`src/rtl/prepaid_supply_ctrl.sv`:
```
// prepaid_supply_ctrl: relay sequencing (ON/LOW/GRACE/CUT) plus recharge req/ack/rej arbitration with credit-load strobe.
// Optional grace period enabled by defining GRACE_PERIOD_EN.
module prepaid_supply_ctrl #(
  parameter int BAL_W      = 10,
  parameter int LOW_THRESH = 50,
  parameter int GRACE_DAYS = 2,
  parameter int MAX_BAL    = 1000
) (
  input  logic             clk,
  input  logic             reset,
  input  logic             date_1,
  input  logic [BAL_W-1:0] balance,
  input  logic             rch_req,
  input  logic [BAL_W-1:0] rch_amt,
  output logic             rch_ack,
  output logic             rch_rej,
  output logic [BAL_W-1:0] load_val,
  output logic             load_stb,
  output logic             relay_on,
  output logic             alert_low,
  output logic             alert_grace,
  output logic [2:0]       state,
  output logic [3:0]       grace_left
);
  localparam logic [2:0] S_ON = 3'd0, S_LOW = 3'd1, S_GRACE = 3'd2, S_CUT = 3'd3, S_LOAD = 3'd4;
  localparam logic [BAL_W-1:0] LOW_V = BAL_W'(LOW_THRESH);
  localparam logic [BAL_W:0] MAX_V = (BAL_W+1)'(MAX_BAL);
  localparam logic [3:0] GRACE_V = 4'(GRACE_DAYS);
  logic [1:0] r_sync;
  logic r_date_d, r_day, r_out, r_relay, r_ack, r_rej, r_stb;
  logic [2:0] r_state;
  logic [3:0] r_grace;
  logic [BAL_W-1:0] r_load_val;
  logic [BAL_W:0] w_sum;
  logic w_zero, w_hi, w_req, w_bad;
  logic [2:0] w_empty, w_eval, w_norm, w_next;
  logic [3:0] w_grace_n;
  assign w_sum  = {1'b0, balance} + {1'b0, rch_amt};
  assign w_zero = balance == '0;
  assign w_hi   = balance > LOW_V;
  assign w_req  = rch_req & ~r_out & (r_state != S_LOAD);
  assign w_bad  = (rch_amt == '0) || (w_sum > MAX_V);
  assign w_eval = w_hi ? S_ON : (w_zero ? S_CUT : S_LOW);
  assign w_norm = w_zero ? w_empty : (w_hi ? S_ON : S_LOW);
`ifdef GRACE_PERIOD_EN
  assign w_empty = S_GRACE;
`else
  assign w_empty = S_CUT;
`endif
  // A pending request always wins over balance re-evaluation and day ticks
  always_comb begin
    w_next = w_req ? (w_bad ? r_state : S_LOAD) :
             (r_state == S_LOAD)  ? S_CUT :
             (r_state == S_CUT)   ? w_eval :
             (r_state == S_GRACE) ? (!w_zero ? w_eval : ((r_day && r_grace == 4'd1) ? S_CUT : S_GRACE)) :
             w_norm;
`ifdef GRACE_PERIOD_EN
    w_grace_n = (w_next != S_GRACE) ? 4'd0 :
                (r_state != S_GRACE) ? GRACE_V :
                (r_day && !w_req) ? r_grace - 4'd1 : r_grace;
`else
    w_grace_n = 4'd0;
`endif
  end
  always_ff @(posedge clk or negedge reset) begin
    if (!reset) begin
      r_sync     <= '0;
      r_date_d   <= 1'b0;
      r_day      <= 1'b0;
      r_out      <= 1'b0;
      r_state    <= S_CUT;
      r_relay    <= 1'b0;
      r_ack      <= 1'b0;
      r_rej      <= 1'b0;
      r_stb      <= 1'b0;
      r_load_val <= '0;
      r_grace    <= '0;
    end else begin
      r_sync     <= {r_sync[0], date_1};
      r_date_d   <= r_sync[1];
      r_day      <= r_sync[1] & ~r_date_d;
      r_out      <= rch_req & (r_out | w_req);
      r_state    <= w_next;
      r_relay    <= (w_next == S_CUT) ? 1'b0 : ((w_next == S_LOAD) ? r_relay : 1'b1);
      r_ack      <= r_state == S_LOAD;
      r_rej      <= w_req & w_bad;
      r_stb      <= w_req & ~w_bad;
      r_load_val <= (w_req & ~w_bad) ? rch_amt : '0;
      r_grace    <= w_grace_n;
    end
  end
  assign rch_ack     = r_ack;
  assign rch_rej     = r_rej;
  assign load_val    = r_load_val;
  assign load_stb    = r_stb;
  assign relay_on    = r_relay;
  assign alert_low   = r_state == S_LOW;
  assign alert_grace = r_state == S_GRACE;
  assign state       = r_state;
  assign grace_left  = r_grace;
endmodule
```
`config.mk`:
```
export PLATFORM = sky130hd
export DESIGN_NAME = prepaid_supply_ctrl
export DESIGN_NICKNAME = d
export VERILOG_FILES = /design/src/rtl/prepaid_supply_ctrl.sv
export SDC_FILE = /design/constraint.sdc
export NUM_CORES = 1
export LEC_CHECK = 0
export CAP_MARGIN = 25
export CORE_MARGIN = 2
export CORE_UTILIZATION = 40
export DETAILED_ROUTE_END_ITERATION = 8
export PLACE_DENSITY = 0.76
export SLEW_MARGIN = 25
export SYNTH_ARGS = -nofsm -noshare
export SYNTH_HDL_FRONTEND = slang
export SYNTH_SLANG_ARGS = --single-unit
```
`constraint.sdc`:
```
create_clock -name clk -period 1.7 [get_ports clk]
set_input_delay 0.17 -clock clk [delete_from_list [all_inputs] [get_ports clk]]
set_output_delay 0.17 -clock clk [all_outputs]
set_load 0.05 [all_outputs]
```
==> summary.txt <==
Clock network
  – CTS tree: built
  – CTS buffer count: 3
  – Root buffer cell: clkbuf_4
  – Max clock buf depth: 2
  – CTS clk-pin slew, worst paths: 110 ps
  – CTS H-tree lvls: 1
  – Hold-fix buffers, CTS: 0
  – Worst-Skew Late Latency: 300 ps
  – Clock sink count: 18

Power
  – Switching share of total power: between 40% and 50%
  – Clock power frac: about 12%
  – VDD IR max: roughly 0.00053 V
  – Total chip power: between 2000 and 2500 µW
  – LEAKAGE: 0.00101 µW
  – Sequential share of power: approximately a quarter
  – Power Dens Cells: 902 mW/mm²
  – Logic pwr share: a little over 60%
  – NetSw: 914 µW
  – Cell internal pwr: ~1200 µW

Critical path
  – Worst r2r src: state[1]$_DFF_PN1_
  – Reg-to-reg endpoint: relay_on$_DFFE_PN0P_
  – Worst endpoint data arrival time: 2240 ps
  – Critical path type: input pin to register
  – CP startpoint: balance[0]
  – R2r setup slk: -160 ps
  – CP endpoint: relay_on$_DFFE_PN0P_
  – Startpoint Class: input pin
  – Crit end category: register
  – Peak fanout along the critical path: 4
  – Depth of the most critical reg-to-reg path: 8
  – CP Data Required Time: roughly 1900 ps

Place
  – Post-place setup slack: -1040 ps
  – Number of I/O port buffers: 41
  – GP Congestion: roughly 0.86
  – DP Area: 0.00198 mm²
  – Dpl hpwl: about 3000 µm

Synth
  – Synth warnings: 0
  – Post-Synthesis Cells: 137
  – Sequential share of the synthesized area: 35.7%
  – Seq cells post-synth: 18
  – Avg Inst Size Synth: 9.26 µm²
  – Post-synth cell types: 40
  – Synthesized cell area: 0.00127 mm²

STA
  – Setup violators final: 16
  – Final min period: 2040 ps
  – Hold WS: 193 ps
  – Max Fclk: ~0.5 GHz
  – Worst slew pin tran: 504 ps
  – Clock skew: around 16 ps
  – Final Hold Viols: 0
  – Final Cycle Share: 120%
  – RSZ-0062 raised after global routing: true
  – Worst slew margin: between 60% and 70%
  – Setup TNS: -3730 ps
  – Final WS setup: -342 ps
  – Pins Over Slew Limit: 0

Flow run
  – Max-cap violation count: 0

Routing
  – Post-Route WL: approximately 4900 µm
  – DR iter-0 viols: 62
  – Antenna-violating nets left: 0
  – Drt pass-1 iters: 4
  – Avg Vias per Cell: 5.66
  – DRC: 0
  – WL/cell: 18.7 µm
  – Vias: 1471

Global route
  – GRT Residual Overflow: 0
  – Vias in the first global route: 1453
  – Largest net degree at the start of global routing: 19
  – First-pass GRT wire length: 7070 µm
  – Initial antenna violation count: 0
  – Gr usage total: 26.8%

Floorplan
  – DIE WIDTH: 60.3 µm
  – Core Area: between 0.003 and 0.004 mm²
  – Chip height: 60.3 µm
  – Io pins: 47
  – Starting Density: 41.9%
  – DIE AREA: around 0.0036 mm²
  – Site Rows: 20

Cells and area
  – # diodes: 0
  – Finished Cell Area: 0.00231 mm²
  – Area delta synth->final: 82.4%
  – Final nets: 252
  – Layout cells sized above 1: 47.2%
  – Fill cells: 187

Status
  – Failing checks: negative setup slack
  – Status: complete, but fails checks

Min path
  – Worst hold path class: input pin to asynchronous set/reset pin
logic make-up (layout without fill, tap and decap cells):
| logic type | after synthesis | after routing | share of synthesized area (%) |
|---|---|---|---|
| XOR/XNOR | 4 | 4 | 2.76 |
| flip-flops | 18 | 18 | 35.7 |
| buffers and inverters | 12 | 87 | 5.03 |
| adder cells (fa/ha/maj) | 11 | 11 | 11.4 |
| AND/OR/NAND/NOR | 50 | 50 | 23.0 |
| AO/OA/AOI/OAI | 41 | 42 | 21.8 |
| other | 1 | 4 | 0.296 |
per-stage QoR:
step           cells  utilization [%]
6_report         260             76.4
3_5_place_dp     248             65.3
5_1_grt          260             76.4
4_1_cts          257             73.8
2_1_floorplan    140                -
3_3_place_gp     248             65.3
critical path, cell delays in order:
cell and delay, ps:
buf_8 80, ha_4 140, inv_2 40, fa_2 370, nand2b_4 170, a21oi_4 180
buf_4 140, o21ai_4 90, xor2_1 200, a32oi_2 300, o21ai_2 100, o31a_1 250
cell type report:
class / count / area [µm²] / area share (%)
multi-input cells: 111 / 1060 / 45.7
repair buffers: 78 / 694 / 30.0
flip-flops and latches: 18 / 453 / 19.6
well taps: 44 / 55.1 / 2.38
clock buffers: 4 / 36.3 / 1.57
inverters: 5 / 18.8 / 0.811
registers in the layout (all words and copies together), names as in the netlist:
| name | count |
|---|---|
| state | 3 |
| load_val | 10 |
| load_stb | 1 |
| rch_ack | 1 |
| r_out | 1 |
| relay_on | 1 |
| rch_rej | 1 |
cells in the final DEF (no fill, tap or decap), drive strengths merged, types with 5 or more instances in the layout:
cell type      Yosys  routed
a21oi             10      11
and2              11      11
buf                5      49
clkbuf             2       5
clkdlybuf4s15      0       9
clkdlybuf4s50      0      15
dfrtp             16      16
ha                10      10
inv                5       5
nand2             11      11
nor2              11      11
o21ai              8       8
Yosys cell counts:
library cell | n | share of area, %
nor3b_1 | 4 | 2.4
buf_4 | 5 | 3.0
a41o_1 | 1 | 0.79
ha_1 | 10 | 9.9
nor3_1 | 2 | 0.79
nor4b_4 | 1 | 1.9
o22a_1 | 1 | 0.69
or4_4 | 2 | 1.8
a21oi_1 | 8 | 3.2
nand2b_1 | 1 | 0.49
a211o_1 | 2 | 1.4
o21a_1 | 2 | 1.2
a21oi_2 | 2 | 1.4
nor4_1 | 2 | 0.99
a32oi_1 | 1 | 0.69
nor2_1 | 11 | 3.3
dfrtp_1 | 16 | 32
fa_1 | 1 | 1.6
and3_1 | 1 | 0.49
o21bai_1 | 1 | 0.59
xnor2_1 | 2 | 1.4
a221o_1 | 1 | 0.79
nand3b_1 | 1 | 0.59
inv_1 | 5 | 1.5
o21ai_1 | 2 | 0.79
o31a_1 | 1 | 0.69
a21o_1 | 3 | 1.8
a2bb2oi_1 | 1 | 0.69
dfstp_2 | 2 | 4.1
a211oi_1 | 4 | 2.4
xor2_1 | 2 | 1.4
or4_1 | 2 | 1.2
clkbuf_1 | 2 | 0.59
a31oi_1 | 4 | 2.0
nand4_1 | 1 | 0.49
and2_1 | 11 | 5.4
nand2_1 | 11 | 3.3
o22ai_1 | 1 | 0.49
conb_1 | 1 | 0.30
o21ai_0 | 6 | 2.4
timing repair:
item | CTS | global route
gates cloned | 1 | 0
endpoints found under the hold margin | 0 | 0
resized for setup | 92 | 12
setup buffers | 4 | 3
endpoints found under the setup margin | 16 | 18
pin swaps | 26 | 8
power groups by stage:
stage | sequential [µW] | combinational (µW) | clock [µW]
final | 534 | 1290 | 259
after global routing | 538 | 1350 | 284
after CTS | 530 | 1190 | 258
after detailed placement | 539 | 1070 | 0
after global placement | 536 | 1040 | 0
after floorplan | 778 | 394 | 0
worst min-delay path by stage:
stage | from | endpoint | slack (ps) | cells after the start
5_1_grt | rch_amt[0] | load_val[0]$_DFF_PN0_ | 190 | 3
3_5_place_dp | reset | load_val[3]$_DFF_PN0_ | 510 | 2
3_3_place_gp | reset | load_val[1]$_DFF_PN0_ | 510 | 2
4_1_cts | rch_amt[0] | load_val[0]$_DFF_PN0_ | 190 | 3
6_report | reset | load_stb$_DFF_PN0_ | 190 | 2
2_1_floorplan | reset | load_stb$_DFF_PN0_ | -130 | 0
per-layer routing:
layer	GRT usage, %	wire length (µm)	share of wire [%]	vias up
met4	10.8	181	3.7	0
met3	4.55	297	6.1	19
met2	48.6	2510	52	91
met1	31.0	1860	38	708
li1	-	-	-	653
met5	0	0	0	-
Power figures use the tool's default switching activity.
